## config.mk

```make
export PLATFORM = sky130hd
export DESIGN_NAME = if_fetch_unit
export DESIGN_NICKNAME = d
export VERILOG_FILES = /design/src/rtl/if_fetch_unit.sv
export SDC_FILE = /design/constraint.sdc
export NUM_CORES = 1
export LEC_CHECK = 0
export CAP_MARGIN = 0
export CORE_AREA = 5 5 111 134
export CTS_CLUSTER_SIZE = 16
export DETAILED_ROUTE_END_ITERATION = 12
export DIE_AREA = 0 0 116 139
export PLACE_DENSITY = 0.79
export SLEW_MARGIN = 10
export SYNTH_ARGS = -nofsm -noshare
export SYNTH_HDL_FRONTEND = slang
export SYNTH_SLANG_ARGS = --single-unit
```

## constraint.sdc

```tcl
create_clock -name clk -period 7.8 [get_ports clk]
set_clock_uncertainty 0.2 [all_clocks]
set_input_delay 1.56 -clock clk [delete_from_list [all_inputs] [get_ports clk]]
set_output_delay 1.56 -clock clk [all_outputs]
set_load 0.005 [all_outputs]
```

## src/rtl/if_fetch_unit.sv

```systemverilog
// Instruction-fetch stage: owns the PC, fetches words over a req/ready handshake,
// buffers a fetched word across ID stalls and squashes on downstream redirects.
`timescale 1ns/1ps

module if_fetch_unit #(
  parameter logic [31:0] RESET_PC = 32'h0000_0000
) (
  input  logic        clk,
  input  logic        reset,
  input  logic        stall,
  input  logic        redirect,
  input  logic [31:0] redirect_pc,
  output logic        imem_req,
  output logic [31:0] imem_addr,
  input  logic        imem_ready,
  input  logic [31:0] imem_rdata,
  output logic        fetch_en,
  output logic [31:0] IR,
  output logic [31:0] PC
);

  localparam int unsigned XLEN = 32;

  typedef enum logic [1:0] {IDLE, REQ, HOLD, DRAIN} state_t;

  state_t          state, state_nxt;
  logic [XLEN-1:0] pc, pc_nxt;
  logic [XLEN-1:0] pc_tgt, pc_tgt_nxt;
  logic [XLEN-1:0] ir_buf, ir_buf_nxt;
  logic [XLEN-1:0] pc_plus4;
  logic [XLEN-1:0] redir_pc;
  logic            unused_redir_lsb;

  assign pc_plus4         = pc + XLEN'(4);
  assign redir_pc         = {redirect_pc[31:2], 2'b00};
  assign unused_redir_lsb = ^redirect_pc[1:0];

  // State and datapath registers
  always_ff @(posedge clk or posedge reset) begin
    if (reset) begin
      state  <= IDLE;
      pc     <= {RESET_PC[31:2], 2'b00};
      pc_tgt <= '0;
      ir_buf <= '0;
    end else begin
      state  <= state_nxt;
      pc     <= pc_nxt;
      pc_tgt <= pc_tgt_nxt;
      ir_buf <= ir_buf_nxt;
    end
  end

  // Next-state and register updates; redirect always outranks stall
  always_comb begin
    state_nxt  = state;
    pc_nxt     = pc;
    pc_tgt_nxt = pc_tgt;
    ir_buf_nxt = ir_buf;
    case (state)
      IDLE: begin
        state_nxt = REQ;
        if (redirect) pc_nxt = redir_pc;
      end
      REQ: begin
        if (redirect && imem_ready) begin
          pc_nxt = redir_pc;
        end else if (redirect) begin
          pc_tgt_nxt = redir_pc;
          state_nxt  = DRAIN;
        end else if (imem_ready && !stall) begin
          pc_nxt = pc_plus4;
        end else if (imem_ready) begin
          ir_buf_nxt = imem_rdata;
          state_nxt  = HOLD;
        end
      end
      HOLD: begin
        if (redirect) begin
          pc_nxt    = redir_pc;
          state_nxt = REQ;
        end else if (!stall) begin
          pc_nxt    = pc_plus4;
          state_nxt = REQ;
        end
      end
      DRAIN: begin
        // Outstanding request must complete at the old address before retargeting
        if (imem_ready) begin
          pc_nxt    = redirect ? redir_pc : pc_tgt;
          state_nxt = REQ;
        end else if (redirect) begin
          pc_tgt_nxt = redir_pc;
        end
      end
      default: state_nxt = IDLE;
    endcase
  end

  // Memory request and IF/ID drive; a redirect writes a zero bubble
  always_comb begin
    imem_req  = 1'b0;
    imem_addr = '0;
    fetch_en  = 1'b0;
    IR        = '0;
    PC        = '0;
    case (state)
      REQ: begin
        imem_req  = 1'b1;
        imem_addr = pc;
        if (redirect) begin
          fetch_en = 1'b1;
        end else if (imem_ready && !stall) begin
          fetch_en = 1'b1;
          IR       = imem_rdata;
          PC       = pc_plus4;
        end
      end
      HOLD: begin
        IR = ir_buf;
        PC = pc_plus4;
        if (redirect) begin
          fetch_en = 1'b1;
          IR       = '0;
          PC       = '0;
        end else if (!stall) begin
          fetch_en = 1'b1;
        end
      end
      DRAIN: begin
        imem_req  = 1'b1;
        imem_addr = pc;
        fetch_en  = redirect;
      end
      default: ;
    endcase
  end

endmodule

```

Yosys cells after proc, flatten, opt, wreduce, memory -nomap -nowiden
Index checks and enable logic that the tools add are counted.
{ "classes": {"add_sub_neg": 1, "eq_ne": 12, "muxes": 35, "bitwise_logic": 3, "n_reduce_logical": 10} }
{ "op_table": {"columns": ["operator", "n"], "rows": [
  ["$mux W32", 17],
  ["$pmux W32 S2", 3],
  ["$pmux W32 S4", 1],
  ["$add A32 B3 Y32 const B", 1],
  ["$ne A3 B3 Y1 const B", 5],
  ["$reduce_and A5 Y1", 3],
  ["$mux W2", 7],
  ["$ne A2 B2 Y1 const B", 4],
  ["$pmux W2 S4", 1],
  ["$mux W1", 5],
  ["$eq A2 B2 Y1 const B", 2],
  ["$not A1 Y1", 3],
  ["$pmux W1 S3", 1],
  ["$reduce_and A3 Y1", 1],
  ["$eq A2 B1 Y1 const B", 1],
  ["$logic_and A1 B1 Y1", 2],
  ["$logic_not A2 Y1", 1],
  ["$reduce_bool A2 Y1", 1],
  ["$reduce_or A2 Y1", 1],
  ["$logic_not A1 Y1", 1]
]} }
{ "totals": {"ff_bits": 98, "inputBits": 69, "out_inout_bits": 98, "word_cells": 65} }

Depth between registers and ports, before layout
Gate-level depths: netlist of the first run.
{ "logic_depth": {"depth_word": 6, "depth_mapped": 11, "mapped_depth_nobuf": 7} }

Least setup slack after synthesis of the first run
Ideal clock, no wire load.
{ "synth_path": {"path_kind": "input -> output", "from": "input imem_ready", "to": "output IR[0]", "arrival_time_ns": 2.545, "t_required_ns": 6.040, "slack_ns": 3.495, "path_stages": 5, "path_buffers": 1, "cell_sequence": "nand2_1 nor3_1 clkbuf_1 a22oi_1 nor2b_1"} }
{ "synth_between": {"elab_chain_cells": 4} }
{ "synth_rtl": {"columns": ["item", "line_no", "source"], "rows": [
  ["start, declared", "15", "input logic imem_ready,"],
  ["$logic_and A1 B1 Y1", "112", "end else if (imem_ready && !stall) begin"],
  ["$mux W32", "112", null],
  ["$mux W32", "110", "if (redirect) begin"],
  ["$pmux W32 S2", "106", "case (state)"],
  ["end, declared", "18", "output logic [31:0] IR,"]
]} }
No other way between the ends.

Worst setup path in the final report of the first run
{ "layout_path": {"from": "input imem_ready", "to": "output IR[7]"} }
The elaborated chain is that of the path after synthesis.

==> flow_summary.json, run 1 <==
{
  "status": "complete, no violations",
  "critPathLaunchType": "input port",
  "synth_mux_area_share_pct": 11.3,
  "initial_core_util_pct": 47.3,
  "drive_above_1_share_pct": 13.1,
  "cts_tree": "built",
  "finalSetupViolations": 0,
  "finalCriticalPeriod_ns": 5.71,
  "grt_util_all_layers_pct": 24.1,
  "fill_cells": 1165,
  "cp.arrival_ns": 3.95,
  "finalPower_uw": 3130,
  "grt_pass1_wl_mm": 31.5,
  "grt_pass1_vias": 6215,
  "grt_setup_unrepaired": "no",
  "synth_flop_cell": "dfrtp_1",
  "worstSetupEndpointType": "output pin",
  "dp_hpwl_mm": 13.6,
  "yosysSeqAreaShare_pct": 38.3,
  "hold_viol_final": 0,
  "synth_commonest_cells": "98 x dfrtp_1, 62 x mux2_2, 48 x nor2_1",
  "synth_seq_cells": 98,
  "via_per_inst": 6.07,
  "synthDistinctLibCells": 67,
  "hold_path.class": "flop to flop",
  "first_iter_violations": 586,
  "netlist_area_um2": 6390,
  "areaGrowthSynthToFinish_pct": 32.1,
  "wl_met3_mm": 1.71,
  "grt_start_max_net_pins": 69,
  "cts_buffer_depth": 2,
  "place_congestion": 0.870,
  "cts_buffers": 9,
  "synth_top_family_by_area": "compound AO/OA/AOI/OAI gates",
  "r2r_slack_ns": 3.61,
  "ctsResizeCount": 0,
  "core_region_area_um2": 13500,
  "dieArea_um2": 16100,
  "dieWidth_um": 116,
  "vias": 6001,
  "rows": 47,
  "fin_nets": 888,
  "ant_nets": 0,
  "maxSlewViolCount": 0,
  "cts_hold_buf": 0,
  "wirelength_mm": 19.5,
  "fp.dieH_um": 139,
  "firstDrtPassIters": 5,
  "synth_top_area_share_pct": 38.3,
  "reg2reg_depth": 7,
  "clk_pin_slew_worst_paths_ns": 0.06,
  "port_buffers": 164,
  "yosys_warnings": 0,
  "r2r_end": "pc[27]",
  "clk_latency_ns": 0.34,
  "p_leak_uw": 0.00321,
  "synth.avg_cell_area_um2": 9.36,
  "io_pins": 167,
  "root_buffer": "clkbuf_16",
  "timing.slew.headroom_pct": 13.2,
  "synth_xor_area_share_pct": 3.56,
  "cap_viol_max_count": 0,
  "worstSetupPathType": "input port to output pin",
  "syn_nets": 758,
  "top_layer_used": "met4",
  "critPathRequiredTime_ns": 6.04,
  "p_per_area_nw_per_um2": 371,
  "path_max_fanout": 32,
  "worst_pin_slew_ns": 1.30,
  "h-tree-depth": 3,
  "synthAdderAreaFrac_pct": 1.17,
  "synth_compound_gate_area_share_pct": 20.8,
  "cp-startpoint": "imem_ready",
  "m1WireLength_mm": 7.68,
  "irDropWorstVdd_mv": 0.162,
  "async_reset_ff_share_pct": 100,
  "synthSimpleGateAreaFrac_pct": 19.7,
  "synth_area_leaders": "dfrtp_1 38%, mux2_2 11%, a22oi_1 5.4%, nor2b_1 4.1%, nor2_1 2.8%",
  "synth_top_cell_by_area": "dfrtp_1",
  "remaining_drc_errors": 0,
  "synth_edf_count": 0,
  "wl_met2_mm": 9.74,
  "antenna_found_initial": 0,
  "crit_end": "IR[7]",
  "regToRegStartpoint": "state[0]",
  "clock-sinks": 98,
  "synthCells": 683,
  "avgRoutedWirePerCell_um": 19.7,
  "fin_tns_setup_ns": 0,
  "grt_overflow_total": 0,
  "fmax_ghz": 0.175,
  "synth.most_common_cell": "dfrtp_1",
  "cts_setup_buffers": 0,
  "fin_crit_sh_pct": 73.2,
  "antennaDiodeCount": 0
}
[logic make-up after synthesis]
group | after synthesis
simple gates | 231
flops | 98
fa+ha+maj | 6
compound gates | 182
mux | 64
buf+inv | 76
xor+xnor | 26
[final cells by class]
cell class                      instances  area [um2]  area share (%)
Sequential cell                        98        2450            29.0
Inverter                               21        81.3           0.963
Multi-Input combinational cell        509        3640            43.1
Timing Repair Buffer                  174        1720            20.3
Clock buffer                            9         225            2.67
Clock inverter                          7         116            1.38
Tap cell                              171         214            2.53
[per-layer routing]
layer	vias up	GRT usage [%]
li1	2741	-
met1	2954	30.5
met2	283	39.8
met3	23	6.15
met4	0	8.06
met5	-	0
[worst max-delay path, cell delays in order]
cell             delay, ns
clkdlybuf4s50_1       0.80
nand2_1               0.16
nor3_2                0.20
buf_4                 0.37
a22oi_1               0.15
nor2b_1               0.17
clkdlybuf4s50_1       0.53
[registers in the layout, summed over array words and instances (netlist names)]
| signal | count |
|---|---|
| ir_buf | 32 |
| pc | 32 |
| pc_tgt | 32 |
| state | 2 |
[metrics by stage]
stage | setup WS (ns) | cells | instance area, um2 | util [%] | hold slack [ns]
3_3_place_gp | 2.19 | 973 | 8100 | 59.9 | 0.271
5_1_grt | 1.90 | 989 | 8450 | 62.4 | 0.326
4_1_cts | 2.10 | 989 | 8450 | 62.4 | 0.312
2_1_floorplan | 3.48 | 683 | 6390 | - | 0.257
3_5_place_dp | 2.11 | 973 | 8100 | 59.9 | 0.294
6_report | 2.09 | 989 | 8450 | 62.4 | 0.308
[cell usage in the layout (no fill, tap or decap), types with 16 or more instances in the layout]
cell	synthesis	final
and2_1	26	26
dfrtp_1	98	98
clkdlybuf4s50_1	0	164
inv_1	20	19
a21oi_1	19	18
o21ai_0	26	26
nand2_1	39	39
mux2_2	62	62
a22oi_1	46	46
nor2b_1	42	40
nand3_1	19	19
nor2_1	48	48
xnor2_1	16	16
[worst min-delay path by stage]
stage,endpoint,from,depth (start not counted),slack [ns]
after floorplan,pc_tgt[4],pc_tgt[4],1,0.26
after global placement,pc_tgt[4],pc_tgt[4],1,0.27
after detailed placement,ir_buf[6],ir_buf[6],1,0.29
after CTS,pc_tgt[5],pc_tgt[5],1,0.31
after global routing,pc_tgt[31],pc_tgt[31],1,0.33
final,pc_tgt[5],pc_tgt[5],1,0.31
[report_power, final]
part           internal [uW]  total [uW]  switching, uW
Combinational            823        1620            801
Clock                    314         513            200
Sequential               754         995            241
(Power assumes the default switching activity.)
==> inputs of run 2 (changes only) <==
--- a/config.mk
+++ b/config.mk
@@ -6,11 +6,11 @@
 export NUM_CORES = 1
 export LEC_CHECK = 0
 export CAP_MARGIN = 0
-export CORE_AREA = 5 5 111 134
+export CORE_AREA = 5 5 115 139
 export CTS_CLUSTER_SIZE = 16
 export DETAILED_ROUTE_END_ITERATION = 12
-export DIE_AREA = 0 0 116 139
-export PLACE_DENSITY = 0.79
+export DIE_AREA = 0 0 120 144
+export PLACE_DENSITY = 0.77
 export SLEW_MARGIN = 10
 export SYNTH_ARGS = -nofsm -noshare
 export SYNTH_HDL_FRONTEND = slang
==> constraint.sdc (replaced) <==
create_clock -name clk -period 4.8 [get_ports clk]
set_clock_uncertainty 0.2 [all_clocks]
set_input_delay 0.96 -clock clk [delete_from_list [all_inputs] [get_ports clk]]
set_output_delay 0.96 -clock clk [all_outputs]
set_load 0.005 [all_outputs]
==> run 2 against run 1 <==
Compared with the run above: critical path depth unchanged; via count shrank 1.7%; hold slack worse by 0.0063 ns; clock-buffer cell count is 3 higher; critical endpoint unchanged; critical path type unchanged; register-to-register slack got worse by 1.9 ns; total power rose by 62%; die area up 7.2%; utilization fell by 4.2 points; wire length decreased by 1.8%; cell area rose by 1.1%.
==> flow_summary.json, run 2 (same netlist as run 1, synthesis figures left out) <==
{
  "status": "complete, no violations",
  "hold_viol_final": 0,
  "remaining_drc_errors": 0,
  "use_met2_pct": 37.1,
  "cts_buffer_depth": 2,
  "layout.cells.most_common": "clkdlybuf4s50_1",
  "grt_pass1_wl_mm": 30.5,
  "cts_hold_buf": 0,
  "slowest_delay_ns": 0.55,
  "fin_crit_sh_pct": 87.0,
  "r2r_slack_ns": 1.72,
  "critPathLaunchType": "input port",
  "cap_viol_max_count": 0,
  "via_per_inst": 5.86,
  "grt_util_all_layers_pct": 22.0,
  "p_leak_uw": 0.00327,
  "crit_chain": "clkdlybuf4s50_1, nand2_1, nor3_2, buf_4, a22oi_1, nor2b_1, clkdlybuf4s50_1",
  "dieWidth_um": 120,
  "worst_pin_slew_ns": 1.05,
  "fmax_ghz": 0.239,
  "met3_usage_pct": 4.81,
  "place_congestion": 0.859,
  "antenna_found_initial": 0,
  "cts_setup_buffers": 0,
  "fill_cells": 1290,
  "wirelength_mm": 19.1,
  "fin_nets": 899,
  "hold_path.class": "flop to flop",
  "maxSlewViolCount": 0,
  "clock-sinks": 98,
  "cts_buffers": 9,
  "crit_family": "buffers and inverters",
  "core_region_area_um2": 14700,
  "grt_busiest_layer": "met2",
  "grt_pass1_vias": 5937,
  "finalCriticalPeriod_ns": 4.18,
  "clk_pin_slew_worst_paths_ns": 0.07,
  "worstSetupPathType": "input port to output pin",
  "cts_tree": "built",
  "dieArea_um2": 17300,
  "port_buffers": 164,
  "finalSetupViolations": 0,
  "irDropWorstVdd_mv": 0.241,
  "crit_slowest_cell": "clkdlybuf4s50_1",
  "timing.slew.headroom_pct": 30.0,
  "ant_nets": 0,
  "grt_overflow_total": 0,
  "ctsResizeCount": 0,
  "clk_latency_ns": 0.34,
  "use_met1_pct": 27.6,
  "root_buffer": "clkbuf_16",
  "fin_tns_setup_ns": 0,
  "most-common-layout-cells": "164 x clkdlybuf4s50_1, 98 x dfrtp_1, 62 x mux2_2",
  "initial_core_util_pct": 43.6,
  "p_per_area_nw_per_um2": 595,
  "whs_ns": 0.302,
  "fp.dieH_um": 144,
  "grt_start_max_net_pins": 80,
  "rows": 49,
  "antennaDiodeCount": 0,
  "h-tree-depth": 3,
  "top_regs": "ir_buf x32, pc x32, pc_tgt x32",
  "grt_setup_unrepaired": "no",
  "vias": 5900,
  "critPathRequiredTime_ns": 3.64,
  "first_iter_violations": 559,
  "path_max_fanout": 32,
  "avgRoutedWirePerCell_um": 19.0,
  "areaGrowthSynthToFinish_pct": 33.5,
  "worst-path-buf-inv": 3,
  "crit_path_frequent_cell": "clkdlybuf4s50_1",
  "worstSetupEndpointType": "output pin",
  "dp_hpwl_mm": 13.4,
  "firstDrtPassIters": 5,
  "drive_above_1_share_pct": 14.0,
  "cp.arrival_ns": 3.02,
  "io_pins": 167
}
==> run 2: changes by cell type in the layout (fill, tap and decap cells not counted) <==
cell,before,now
buf_12,0,1
buf_4,10,20
bufinv_16,3,2
clkbuf_1,0,1
clkbuf_8,0,2
clkinv_2,2,1
clkinv_4,0,1
clkinvlp_4,1,0
inv_6,1,0
nor2b_1,40,41
nor2b_2,2,1
==> run 2: cell type report <==
type	count	area (um2)	area share [%]
Multi-Input combinational cell	509	3640	42.6
Clock inverter	4	73.8	0.865
Clock buffer	12	256	3.00
Timing Repair Buffer	185	1810	21.2
Sequential cell	98	2450	28.7
Inverter	21	81.3	0.953
Tap cell	178	223	2.61
==> run 2: worst paths after layout <==
| check | from | endpoint | cells after the start |
|---|---|---|---|
| max in group asynchronous | reset | pc_tgt[8] | 3 |
| worst max-delay path | imem_ready | IR[7] | 7 |
| worst min register to register | pc_tgt[4] | pc_tgt[4] | 1 |
| min in group asynchronous | reset | ir_buf[31] | 2 |
| worst max register to register | state[0] | pc[2] | 9 |
| worst min-delay path | pc_tgt[4] | pc_tgt[4] | 1 |
==> run 2: metrics by stage <==
step / power (uW) / setup slack, ns / cells / utilization [%] / instance area, um2
4_1_cts: 5090 / 0.620 / 1007 / 58.3 / 8540
3_5_place_dp: 4270 / 0.624 / 991 / 56.0 / 8210
6_report: 5080 / 0.622 / 1007 / 58.3 / 8540
2_1_floorplan: 3240 / 1.08 / 683 / - / 6390
3_3_place_gp: 4190 / 0.633 / 991 / 56.0 / 8210
5_1_grt: 5430 / 0.524 / 1007 / 58.3 / 8540
==> run 2: metal layers <==
metal  part of all wire (%)  vias to the layer above  wire, um
li1                       -                     2779         -
met1                     41                     2840      7840
met3                    7.8                       38      1490
met5                      0                        -         0
met4                    2.8                        0       529
met2                     48                      243      9270
==> run 2: report_power, final <==
group	leakage [uW]	internal, uW	switching (uW)
Sequential	0.00118	1230	360
Combinational	0.00192	1380	1310
Clock	0.000163	486	320
Total	0.00327	3090	1990
